$ cat config.mk
export PLATFORM = sky130hd
export DESIGN_NAME = rom_cache
export DESIGN_NICKNAME = d
export VERILOG_FILES = /design/src/rtl/rom_cache.sv
export SDC_FILE = /design/constraint.sdc
export NUM_CORES = 1
export LEC_CHECK = 0
export CORE_MARGIN = 8
export CORE_UTILIZATION = 50
export CTS_BUF_LIST = sky130_fd_sc_hd__clkbuf_16
export DETAILED_ROUTE_END_ITERATION = 7
export GPL_TIMING_DRIVEN = 0
export PLACE_DENSITY = 0.71
export RECOVER_POWER = 50
export SETUP_SLACK_MARGIN = 0.3
export SLEW_MARGIN = 20
export SYNTH_ARGS = -nofsm -noshare
export SYNTH_HDL_FRONTEND = slang
export SYNTH_SLANG_ARGS = --single-unit
$ cat constraint.sdc
create_clock -name clk_sys -period 10.5 [get_ports clk_sys]
set_clock_uncertainty 0.15 [all_clocks]
set_input_delay 2.1 -clock clk_sys [delete_from_list [all_inputs] [get_ports clk_sys]]
set_output_delay 2.1 -clock clk_sys [all_outputs]
set_load 0.02 [all_outputs]
$ cat src/rtl/rom_cache.sv
// Direct-mapped byte-read cache in front of a 64-bit ROM backend, one 8-byte word per line.
// Define ROM_CACHE_PREFETCH_EN to prefetch the next sequential line after each demand fill.
module rom_cache #(
    parameter int LINES = 16,
    parameter int AW    = 22
) (
    input  logic          clk_sys,
    input  logic          reset,
    input  logic          rd,
    input  logic [AW-1:0] addr,
    output logic [7:0]    dout,
    output logic          rdy,
    input  logic          flush,
    output logic          mem_rd,
    output logic [AW-1:0] mem_addr,
    input  logic [63:0]   mem_din,
    input  logic          mem_rdy
);

    localparam int IW = $clog2(LINES);
    localparam int TW = AW - 3 - IW;

    localparam logic [1:0] ST_IDLE  = 2'd0;
    localparam logic [1:0] ST_FILL  = 2'd1;
    localparam logic [1:0] ST_FLUSH = 2'd2;
    localparam logic [1:0] ST_PWAIT = 2'd3;

    logic [63:0]      data_mem_r [LINES];
    logic [TW-1:0]    tag_mem_r  [LINES];
    logic [LINES-1:0] valid_r;

    logic [1:0]    state_r;
    logic [7:0]    dout_r;
    logic          rdy_r;
    logic          mem_rd_r;
    logic [AW-1:0] mem_addr_r;
    logic [AW-1:0] lat_addr_r;
    logic          flush_pend_r;
    logic          rd_pend_r;
    logic [IW-1:0] flush_idx_r;

    logic [IW-1:0] idx_s;
    logic [TW-1:0] tag_s;
    logic          hit_s;
    logic [IW-1:0] fill_idx_s;
    logic [TW-1:0] fill_tag_s;
    logic          fill_commit_s;
    logic          pf_busy_s;
    logic          line_we_s;
    logic [IW-1:0] line_idx_s;
    logic [TW-1:0] line_tag_s;

    function automatic logic [7:0] sel_byte(input logic [63:0] w, input logic [2:0] off);
        sel_byte = w[{off, 3'b000} +: 8];
    endfunction

    assign idx_s      = addr[IW+2:3];
    assign tag_s      = addr[AW-1:IW+3];
    assign hit_s      = valid_r[idx_s] && (tag_mem_r[idx_s] == tag_s);
    assign fill_idx_s = lat_addr_r[IW+2:3];
    assign fill_tag_s = lat_addr_r[AW-1:IW+3];

    // A demand fill is not cached when a flush arrived while it was outstanding
    assign fill_commit_s = (state_r == ST_FILL) && mem_rdy && !flush && !flush_pend_r;

`ifdef ROM_CACHE_PREFETCH_EN
    logic          pf_pend_r;
    logic          pf_active_r;
    logic [AW-1:0] pf_addr_r;
    logic [IW-1:0] pf_idx_s;
    logic [TW-1:0] pf_tag_s;
    logic          pf_present_s;
    logic          pf_commit_s;

    assign pf_idx_s     = pf_addr_r[IW+2:3];
    assign pf_tag_s     = pf_addr_r[AW-1:IW+3];
    assign pf_present_s = valid_r[pf_idx_s] && (tag_mem_r[pf_idx_s] == pf_tag_s);
    assign pf_busy_s    = pf_active_r && !mem_rdy;
    assign pf_commit_s  = pf_active_r && mem_rdy && !flush &&
                          ((state_r == ST_IDLE) || ((state_r == ST_PWAIT) && !flush_pend_r));
`else
    assign pf_busy_s = 1'b0;
`endif

    // Select which completed fill, if any, is written into the line arrays
    always_comb begin
        line_we_s  = 1'b0;
        line_idx_s = fill_idx_s;
        line_tag_s = fill_tag_s;
        if (fill_commit_s) begin
            line_we_s = 1'b1;
        end
`ifdef ROM_CACHE_PREFETCH_EN
        else if (pf_commit_s) begin
            line_we_s  = 1'b1;
            line_idx_s = pf_idx_s;
            line_tag_s = pf_tag_s;
        end
`endif
        else begin
            line_we_s = 1'b0;
        end
    end

    // Line data and tag storage; validity is tracked separately so these need no reset
    always_ff @(posedge clk_sys) begin
        if (line_we_s) begin
            data_mem_r[line_idx_s] <= mem_din;
            tag_mem_r[line_idx_s]  <= line_tag_s;
        end
    end

    // Control state machine, valid bits and registered outputs
    always_ff @(posedge clk_sys) begin
        if (reset) begin
            state_r      <= ST_IDLE;
            dout_r       <= 8'h00;
            rdy_r        <= 1'b1;
            mem_rd_r     <= 1'b0;
            mem_addr_r   <= '0;
            lat_addr_r   <= '0;
            valid_r      <= '0;
            flush_pend_r <= 1'b0;
            rd_pend_r    <= 1'b0;
            flush_idx_r  <= '0;
`ifdef ROM_CACHE_PREFETCH_EN
            pf_pend_r    <= 1'b0;
            pf_active_r  <= 1'b0;
            pf_addr_r    <= '0;
`endif
        end else begin
`ifdef ROM_CACHE_PREFETCH_EN
            if (pf_active_r && mem_rdy) begin
                pf_active_r <= 1'b0;
                mem_rd_r    <= 1'b0;
            end
            if (pf_commit_s) begin
                valid_r[pf_idx_s] <= 1'b1;
            end
`endif
            case (state_r)
                ST_IDLE: begin
                    if (flush) begin
                        rd_pend_r   <= rd;
                        lat_addr_r  <= addr;
                        rdy_r       <= 1'b0;
                        flush_idx_r <= '0;
                        if (pf_busy_s) begin
                            flush_pend_r <= 1'b1;
                            state_r      <= ST_PWAIT;
                        end else begin
                            flush_pend_r <= 1'b0;
                            state_r      <= ST_FLUSH;
                        end
                    end else if (rd && hit_s) begin
                        dout_r <= sel_byte(data_mem_r[idx_s], addr[2:0]);
                    end else if (rd) begin
                        lat_addr_r   <= addr;
                        rdy_r        <= 1'b0;
                        flush_pend_r <= 1'b0;
                        if (pf_busy_s) begin
                            rd_pend_r <= 1'b1;
                            state_r   <= ST_PWAIT;
                        end else begin
                            mem_rd_r   <= 1'b1;
                            mem_addr_r <= {addr[AW-1:3], 3'b000};
                            state_r    <= ST_FILL;
                        end
                    end
                end
                ST_FILL: begin
                    if (flush) begin
                        flush_pend_r <= 1'b1;
                    end
                    if (mem_rdy) begin
                        mem_rd_r <= 1'b0;
                        dout_r   <= sel_byte(mem_din, lat_addr_r[2:0]);
                        if (flush || flush_pend_r) begin
                            flush_pend_r <= 1'b0;
                            rd_pend_r    <= 1'b0;
                            flush_idx_r  <= '0;
                            state_r      <= ST_FLUSH;
                        end else begin
                            valid_r[fill_idx_s] <= 1'b1;
                            rdy_r               <= 1'b1;
                            state_r             <= ST_IDLE;
                        end
                    end
                end
                ST_FLUSH: begin
                    valid_r[flush_idx_r] <= 1'b0;
                    if (flush) begin
                        flush_idx_r <= '0;
                    end else if (flush_idx_r == IW'(LINES - 1)) begin
                        if (rd_pend_r) begin
                            rd_pend_r  <= 1'b0;
                            mem_rd_r   <= 1'b1;
                            mem_addr_r <= {lat_addr_r[AW-1:3], 3'b000};
                            state_r    <= ST_FILL;
                        end else begin
                            rdy_r   <= 1'b1;
                            state_r <= ST_IDLE;
                        end
                    end else begin
                        flush_idx_r <= flush_idx_r + 1'b1;
                    end
                end
                ST_PWAIT: begin
                    // Only reachable with prefetch: wait out the prefetch, then flush or demand-fill
                    if (flush) begin
                        flush_pend_r <= 1'b1;
                    end
                    if (mem_rdy) begin
                        if (flush || flush_pend_r) begin
                            flush_pend_r <= 1'b0;
                            flush_idx_r  <= '0;
                            state_r      <= ST_FLUSH;
                        end else begin
                            rd_pend_r  <= 1'b0;
                            mem_rd_r   <= 1'b1;
                            mem_addr_r <= {lat_addr_r[AW-1:3], 3'b000};
                            state_r    <= ST_FILL;
                        end
                    end
                end
                default: begin
                    state_r  <= ST_IDLE;
                    rdy_r    <= 1'b1;
                    mem_rd_r <= 1'b0;
                end
            endcase
`ifdef ROM_CACHE_PREFETCH_EN
            if (fill_commit_s) begin
                pf_pend_r <= 1'b1;
                pf_addr_r <= {lat_addr_r[AW-1:3] + (AW-3)'(1), 3'b000};
            end else if ((state_r == ST_IDLE) && pf_pend_r) begin
                pf_pend_r <= 1'b0;
                if (!flush && !(rd && !hit_s) && !pf_active_r && !pf_present_s) begin
                    mem_rd_r    <= 1'b1;
                    mem_addr_r  <= pf_addr_r;
                    pf_active_r <= 1'b1;
                end
            end
`endif
        end
    end

    assign dout     = dout_r;
    assign rdy      = rdy_r;
    assign mem_rd   = mem_rd_r;
    assign mem_addr = mem_addr_r;

endmodule
# Yosys cells after proc, flatten, opt, wreduce, memory -nomap -nowiden
# Memory sizes are Yosys's and may differ from the RTL's.
# Cells that the tools add are included.
dict set report op_classes {
  addsub 1
  n_lt_le_gt_ge 5
  n_eq_ne 25
  n_shift 2
  n_mux 74
  bitwise_logic 3
  n_reduce_logical 28
}
# cell n
set op_table {}
lappend op_table {{22-bit 2-to-1 mux} 11}
lappend op_table {{64-bit by 7-bit variable part select with 8-bit output} 2}
lappend op_table {{22-bit one-hot mux with 3 select lines} 1}
lappend op_table {{1-bit 2-to-1 mux} 32}
lappend op_table {{16-bit 2-to-1 mux} 2}
lappend op_table {{16-bit one-hot mux with 2 select lines} 1}
lappend op_table {{2-bit inequality test, second input constant} 14}
lappend op_table {{8-bit 2-to-1 mux} 3}
lappend op_table {{4-bit 2-to-1 mux} 5}
lappend op_table {{2-bit 2-to-1 mux} 9}
lappend op_table {{9-bit AND reduction} 2}
lappend op_table {{16-bit bitwise AND} 1}
lappend op_table {{16-bit NOT} 1}
lappend op_table {{16-bit bitwise OR} 1}
lappend op_table {{8-bit one-hot mux with 2 select lines} 1}
lappend op_table {{15-bit == test} 1}
lappend op_table {{4-bit by 5-bit < comparator with 1-bit output, second input constant} 3}
lappend op_table {{4-bit one-hot mux with 3 select lines} 1}
lappend op_table {{3-bit inequality test, second input constant} 3}
lappend op_table {{3-bit AND reduction} 3}
lappend op_table {{1-bit demux with 4-bit select} 2}
lappend op_table {{4-bit by 1-bit greater-or-equal comparator with 1-bit output, second input constant} 2}
lappend op_table {{1-bit one-hot mux with 4 select lines} 2}
lappend op_table {{2-bit one-hot mux with 4 select lines} 1}
lappend op_table {{other kinds (19)} 34}
dict set report totals {
  regBits 78
  ramBits 1264
  mem_count 2
}
# name words width rd rd_ports_with_merged_regs write_ports line_no
set memory_table {}
lappend memory_table {data_mem_r 16 64 1 0 1 28} ;# logic [63:0] data_mem_r [LINES];
lappend memory_table {tag_mem_r 16 15 1 0 1 29} ;# logic [TW-1:0] tag_mem_r [LINES];

# Longest topological paths before layout
# Gate-level depths: netlist of run 1.
dict set report depth {
  ltp_word 8
  mapped_depth 15
  ltp_nobuf 9
}

# Worst setup path after synthesis of run 1
# OpenSTA, ideal clock, no wires.
dict set report synth_timing {
  path_type {in2reg}
  start {input mem_rdy}
  end {memory data_mem_r[3][0] (enable)}
  setup_time_ns 0.613
  t_arrival_ns 8.359
  required_time_ns 9.737
  setup_slack_ns 1.379
  path_stages 4
  n_path_buf 0
  cell_sequence {inv_1 -> nor4b_1 -> nand3_1 -> nor3_1}
}
dict set report synth_between {
  elab_chain_len 6
}
# item line_no
set synth_rtl {}
lappend synth_rtl {{start, declared} 17} ;# input logic mem_rdy
lappend synth_rtl {{1-bit logical AND (3 in series)} 64} ;# assign fill_commit_s = (state_r == ST_FILL) && mem_rdy && !flush && !flush_pend_r;
lappend synth_rtl {{1-bit 2-to-1 mux} 90} ;# if (fill_commit_s) begin
lappend synth_rtl {{1-bit 2-to-1 mux} 107} ;# if (line_we_s) begin
lappend synth_rtl {{1-bit 2-to-1 mux (not written as such)} 108} ;# data_mem_r[line_idx_s] <= mem_din;
lappend synth_rtl {{end, declared} 28}
# Every way passes these cells.

# Final worst setup path of run 1
dict set report layout_timing {
  start {input addr[4]}
  end {register dout_r[6] (netlist: dout[6])}
}
dict set report layout_between {
  elab_chain_len 6
  word_cells_on_any_way 13
  cone_classes {eq/ne: 2; shift: 1; mux: 5; reduce/logical: 3; memory: 2}
}
# item line_no
set layout_rtl {}
lappend layout_rtl {{start, declared} 10} ;# input logic [AW-1:0] addr,
lappend layout_rtl {{parallel branches: the longest is 6 deep, another holds memory read 16 x 64 bit} -}
lappend layout_rtl {{end signal, assigned} 156} ;# dout_r <= sel_byte(data_mem_r[idx_s], addr[2:0]);
lappend layout_rtl {{end signal, assigned} 177} ;# dout_r <= sel_byte(mem_din, lat_addr_r[2:0]);
lappend layout_rtl {{end, declared} 33} ;# logic [7:0] dout_r;
# Parallel ways; which one is timed is not known. The select of a mux whose other input is x is not followed.
# A chain may end at the register's enable or synchronous reset.

==> qor.yml, run 1 <==
outcome:
  run_status: "completed"
drt:
  drc_errors: 0
  drt_iter0_drc: 3714
  viasPerCell: 6.399
  wirelength_mm: 138.7
  ant_nets: 0
  wl_per_cell_microns: 32.22
  vias: 27555
  drt_pass1_iterations: 6
grt:
  busiest_layer: "met2"
  grtUsageMet2_pct: 37.75
  antenna_found_initial: 25
  grt_max_degree: 20
  grt_pass1_wl_mm: 197.7
  grt_usage_pct: 23.47
  gr-usage-met1_pct: 31.81
  grt-ovfl-total: 0
  grtUsageMet3_pct: 5.658
  grt_pass1_vias: 27885
place:
  io_buffers: 113
  dp_hpwl_mm: 94.25
  place_congestion: 0.8567
timing:
  final.setup.tns_ns: 0
  rsz0062_at_grt: "no"
  tightestPinTransition_ns: 1.187
  max_freq_ghz: 0.1643
  finalCriticalPeriod_ns: 6.085
  setup_viol: 0
  fin_crit_sh_pct: 57.95
  hold_viol: 0
  finalMaxSlewViolations: 0
  worst_slew_margin_rel_pct: 20.86
worst_setup_path:
  timing.rr.start: "state_r[1]$_SDFFE_PP0P_"
  required_ns: 10.93
  critPathArrivalTime_ns: 6.51
  start_kind: "primary input"
  reg2regPathDepth: 14
  critPathCaptureType: "flip-flop"
  critPathKind: "primary input to flip-flop"
  cp_max_fo: 10
  worstSetupStartpoint: "addr[4]"
synthesis:
  synth_edf_count: 1264
  ys.flop_type: "edfxtp_1"
  synthDistinctLibCells: 68
  synth_async_sr_flop_share_pct: 0
  yosysSeqAreaShare_pct: 74.84
  syn_area_sq_um: 52720
  synth.largest_area_cell: "edfxtp_1"
  syn_area_per_cell_sq_um: 21.68
  synth-seq-cells: 1339
  synthTopCellsByArea: "edfxtp_1 72%, mux4_2 16%, dfxtp_1 2.8%"
  syn_inst: 2432
  synth_top_area_share_pct: 71.99
  yosysWarnings: 0
clock_tree:
  clock_latency_ns: 0.72
  cts_repair_resize_count: 0
  clkTransAtPathRegs_ns: 0.06
  cts_made_buffers: 135
  cts_tree: "yes"
  cts_sinks: 1339
  ctsLongestPathBuffers: 3
  cts_root_buf: "clkbuf_16"
  post-cts-setup-buffers: 0
  htreeDepth: 4
  hold_buffers: 0
power_and_ir_drop:
  p_clk_share_pct: 38.0
  ir_drop_v: 0.0002195
  total_power_mw: 12.08
  intPower_mw: 9.160
  p_per_area_nw_per_um2: 195.4
  pwr-share-comb_pct: 11.1
  power.leakage_nw: 20.10
  swShare_pct: 24.19
  pwr-share-seq_pct: 50.9
  p_switching_mw: 2.923
floorplan:
  core_area_sq_um: 105000
  fp.dieH_microns: 340.7
  dieArea_sq_um: 116100
  initial_utilization_pct: 50.23
  die_w_microns: 340.7
  rows: 119
  pin_count: 123
min_path:
  worstHoldStart: "valid_r[15]$_SDFFE_PP0P_"
  hold_path.class: "flip-flop to flip-flop"
  holdPathStages: 2
layout:
  drive_gt1_share_pct: 26.93
  area_growth_pct: 17.31
  layout.filler_cells: 7238
  fin_util_pct: 58.92
  nets: 2901
job:
  drv_cap: 0
## worst max-delay path, stage by stage
cell and delay (ns):
buf_2 0.25, buf_4 0.26, buf_4 0.26, buf_2 0.33, buf_2 0.46, buf_1 0.80
mux4_2 0.42, mux4_2 0.51, mux2i_1 0.43, o21ai_0 0.27, o211a_1 0.20, mux2i_1 0.14
nor2_1 0.05
## registers in the layout, summed over array words and instances (netlist names)
register,cells
data_mem_r,1024
mem_rd,1
dout,8
flush_idx_r,4
mem_addr,19
rd_pend_r,1
rdy,1
tag_mem_r,240
lat_addr_r,22
valid_r,16
flush_pend_r,1
state_r,2
## path summary, 6_finish.rpt
check	endpoint	slack [ns]
setup / recovery	dout[6]$_SDFFE_PP0P_	4.41
hold reg to reg	valid_r[15]$_SDFFE_PP0P_	0.34
hold / removal	valid_r[15]$_SDFFE_PP0P_	0.34
setup reg to reg	data_mem_r[0][62]$_DFFE_PP_	4.64
## logic make-up (layout without fill, tap and decap cells)
kind of cell / Yosys count / in the layout / synth area share [%]
adders and majority gates: 10 / 10 / 0.2373
buffers and inverters: 159 / 629 / 1.569
and+or+nand+nor: 224 / 224 / 2.079
AOI/OAI and AO/OA: 170 / 170 / 2.392
muxes: 517 / 517 / 18.67
xor gates and xnor gates: 12 / 12 / 0.1994
other: 1 / 14 / 0.007113
DFF: 1339 / 1339 / 74.84
## placed cells by master (no fill, tap or decap), drive strengths merged, types with 4 or more instances in the layout
cell type      netlist  routed
edfxtp            1264    1264
mux4               373     373
buf                 89     201
clkbuf              54     197
mux2i              144     144
dlygate4sd3          0      93
nor2                91      91
dfxtp               75      75
clkinv               1      54
inv                 15      53
nand2               47      47
o21ai               25      25
a22oi               24      24
a21oi               24      24
a211oi              23      23
clkdlybuf4s50        0      20
nand2b              15      15
nand3               13      13
a311oi              13      13
nor3                12      12
diode                0      11
nor2b               11      11
o22ai               10      10
ha                  10      10
xnor2                9       9
bufinv               0       9
a22o                 7       7
a31oi                7       7
o211a                6       6
and2                 5       5
or3                  5       5
o211ai               5       5
and3                 4       4
o21a                 4       4
## metrics by stage
step	hold WS [ns]	cell area [sq um]	std cells	worst slack [ns]
floorplan	0.3033	52730	2434	1.379
global placement	0.3224	55600	3938	-7.093
detailed placement	0.3254	57620	4054	3.694
CTS	0.3365	61840	4295	4.446
global route	0.3916	61830	4298	4.282
finish	0.3397	61850	4306	4.415
## Yosys cell counts, drive strengths merged (9+ instances only)
master / number
a211oi: 23
a21oi: 24
a22oi: 24
a311oi: 13
buf: 89
clkbuf: 54
dfxtp: 75
edfxtp: 1264
ha: 10
inv: 15
mux2i: 144
mux4: 373
nand2: 47
nand2b: 15
nand3: 13
nor2: 91
nor2b: 11
nor3: 12
o21ai: 25
o22ai: 10
xnor2: 9
## final cells by class
type,count,area (sq um),share of cell area [%]
sequential,1339,39460,63.80
multi-input combinational,936,12530,20.27
clock buffer,139,3478,5.624
timing repair buffer,229,3034,4.906
tap,1391,1740,2.814
buffer,143,772.0,1.248
clock inverter,102,740.7,1.198
inverter,16,60.06,0.09711
antenna,11,27.53,0.04451
## power by group through the flow
stage	Combinational [mW]	Sequential (mW)	Clock [mW]
after global routing	1.42	6.16	4.84
after global placement	1.28	6.25	0
final	1.35	6.15	4.59
after detailed placement	1.35	6.25	0
after floorplan	0.773	6.25	0
after CTS	1.36	6.14	4.64
## layer usage
metal / routed length (microns) / part of all wire (%) / vias to the layer above
li1: - / - / 11006
met1: 52430 / 38 / 14494
met4: 4689 / 3.4 / 10
met5: 68 / 0.049 / -
met3: 14710 / 11 / 336
met2: 66840 / 48 / 1709
Power figures use the tool's default switching activity.
==> run 2, diff against run 1 <==
==> constraint.sdc (replaced) <==
create_clock -name clk_sys -period 5.6 [get_ports clk_sys]
set_clock_uncertainty 0.15 [all_clocks]
set_input_delay 1.12 -clock clk_sys [delete_from_list [all_inputs] [get_ports clk_sys]]
set_output_delay 1.12 -clock clk_sys [all_outputs]
set_load 0.02 [all_outputs]
==> qor.yml, run 2 (same netlist as run 1, synthesis figures left out) <==
clock_tree:
  post-cts-setup-buffers: 0  # unchanged
  ctsLongestPathBuffers: 3  # unchanged
  clkTransAtPathRegs_ns: 0.06  # about the same
  clock_latency_ns: 0.73  # about the same
  htreeDepth: 4  # unchanged
  cts_tree: "yes"
  cts_sinks: 1339  # unchanged
  cts_root_buf: "clkbuf_16"
  cts_made_buffers: 133  # -1.5%
grt:
  grt_max_degree: 20  # unchanged
  grt_pass1_wl_mm: 199.0  # +0.67%
  grt_usage_pct: 23.69  # +0.22 points
  antenna_found_initial: 22  # -12%
  grt_pass1_vias: 28180  # +1.1%
  grt-ovfl-total: 0  # unchanged
timing:
  tightestPinTransition_ns: 1.194  # +0.007339 ns
  max_freq_ghz: 0.1900
  worst_slew_margin_rel_pct: 20.37  # -0.49 points
  finalCriticalPeriod_ns: 5.263
  setup_viol: 0  # unchanged
  finalMaxSlewViolations: 0  # unchanged
  fin_crit_sh_pct: 93.97
  rsz0062_at_grt: "no"
  hold_viol: 0  # unchanged
drt:
  drt_iter0_drc: 3920  # +5.5%
  viasPerCell: 6.373  # -0.40%
  ant_nets: 0  # unchanged
  wirelength_mm: 138.8  # about the same
  drc_errors: 0  # unchanged
  wl_per_cell_microns: 32.34  # +0.38%
  vias: 27348  # -0.75%
  drt_pass1_iterations: 6  # unchanged
power_and_ir_drop:
  p_per_area_nw_per_um2: 365.3  # +87%
  pwr-share-seq_pct: 50.8  # about the same
  swShare_pct: 24.27  # +0.083 points
  pwr-share-comb_pct: 11.2  # about the same
  p_switching_mw: 5.500  # +88%
  power.leakage_nw: 20.05  # -0.25%
  p_clk_share_pct: 38.0  # about the same
  intPower_mw: 17.16  # +87%
  ir_drop_v: 0.0003115  # +42%
outcome:
  run_status: "completed"
worst_setup_path:
  path_cells: "clkbuf_1 > clkbuf_1 > inv_1 > ha_1 > clkbuf_1 > nor4b_2 > nand3_1 > nor2_1 > buf_12 > buf_12 > buf_12"
  cp_slowest_cell: "nor2_1"
  critPathKind: "flip-flop to flip-flop"
  start_kind: "flip-flop"
  required_ns: 5.87  # -5.06 ns
  cp_max_fo: 18  # +8
  critPathArrivalTime_ns: 5.53  # -0.98 ns
  slowest_delay_ns: 0.92  # +0.12 ns
  reg2regPathDepth: 11  # -3
  critPathCaptureType: "flip-flop"
floorplan:
  dieArea_sq_um: 116100  # unchanged
  core_area_sq_um: 105000  # unchanged
  pin_count: 123  # unchanged
  die_w_microns: 340.7  # unchanged
  rows: 119  # unchanged
  initial_utilization_pct: 50.23  # unchanged
  fp.dieH_microns: 340.7  # unchanged
layout:
  largest_register_ffs: 1024  # unchanged
  largest-register: "data_mem_r"
  final_common_cell: "edfxtp_1"
  layout.filler_cells: 7255  # +0.23%
  nets: 2879  # -0.76%
  drive_gt1_share_pct: 26.22  # -0.71 points
  top_regs: "data_mem_r (1024), tag_mem_r (240), lat_addr_r (22)"
  fin_util_pct: 59.10  # +0.18 points
  fin_cells: 4291  # -0.35%
  layout_common_cells: "1264 x edfxtp_1, 372 x mux4_2, 144 x mux2i_1"
  area_growth_pct: 17.67
min_path:
  holdPathStages: 2  # unchanged
  hold_path.class: "flip-flop to flip-flop"
place:
  placedCellCount: 4034  # -0.49%
  io_buffers: 113  # unchanged
  place_congestion: 0.8662  # +1.1%
  dp_hpwl_mm: 92.81  # -1.5%
job:
  drv_cap: 0  # unchanged
-- run 2: cell count changes in the layout (fill, tap and decap cells not counted), sizes merged --
| cell | change |
|---|---|
| buf | -19 |
| clkinvlp | +2 |
| diode | +2 |
| bufinv | -1 |
| clkinv | +1 |
-- run 2: per-stage QoR --
step | worst slack (ns) | total power [mW] | TNS, ns | hold slack (ns) | cell area, sq um
after CTS | 0.5085 | 22.77 | 0 | 0.3540 | 62020
after global placement | -6.388 | 14.12 | -7272.92 | 0.3237 | 55620
after global routing | 0.3225 | 23.28 | 0 | 0.3758 | 62020
after floorplan | -0.5531 | 13.16 | -538.81 | 0.3033 | 52750
after detailed placement | -0.2537 | 14.26 | -1.697 | 0.3361 | 57790
final | 0.3375 | 22.66 | 0 | 0.3539 | 62040
-- run 2: path summary, 6_finish.rpt --
kind | startpoint | endpoint | slack (ns)
setup reg to reg | state_r[1]$_SDFFE_PP0P_ | data_mem_r[7][51]$_DFFE_PP_ | 0.34
setup / recovery | state_r[1]$_SDFFE_PP0P_ | data_mem_r[7][51]$_DFFE_PP_ | 0.34
hold / removal | mem_addr[3]$_SDFFE_PP0P_ | mem_addr[3]$_SDFFE_PP0P_ | 0.35
hold reg to reg | mem_addr[3]$_SDFFE_PP0P_ | mem_addr[3]$_SDFFE_PP0P_ | 0.35
-- run 2: final cells by class --
cell class / instances / area, sq um / share of cell area (%)
Clock buffer: 140 / 3503 / 5.647
Sequential cell: 1339 / 39460 / 63.60
Timing Repair Buffer: 209 / 3187 / 5.137
Tap cell: 1391 / 1740 / 2.805
Inverter: 16 / 60.06 / 0.09681
Multi-Input combinational cell: 936 / 12560 / 20.25
Buffer: 143 / 773.2 / 1.246
Antenna cell: 13 / 32.53 / 0.05244
Clock inverter: 104 / 719.4 / 1.160
-- run 2: routing by layer --
metal / track usage (%) / up-vias / share of wire, %
met1: 31.59 / 14349 / 36
met5: 0 / - / 0.018
met2: 38.59 / 1742 / 49
met3: 5.164 / 305 / 11
met4: 8.807 / 4 / 3.7
li1: - / 10948 / -
-- run 2: timing repair --
action	in CTS	in global routing
endpoints found under the hold margin	0	0
hold buffers	0	0
cloned	0	0
pin swaps	0	0
resized for setup	1	1
endpoints found under the setup margin	95	1
-- run 2: critical path: cells and delay by family (launching register included) --
kind	cells	cell delay, ns
fa+ha+maj	1	0.18
buf+inv	7	2.32
flops	1	0.36
simple gates	3	1.90
-- run 2: power by group through the flow --
stage	logic [mW]	clock network [mW]	registers (mW)
2_1_floorplan	1.45	0	11.7
3_3_place_gp	2.41	0	11.7
3_5_place_dp	2.54	0	11.7
4_1_cts	2.56	8.70	11.5
5_1_grt	2.67	9.06	11.5
6_report	2.54	8.61	11.5
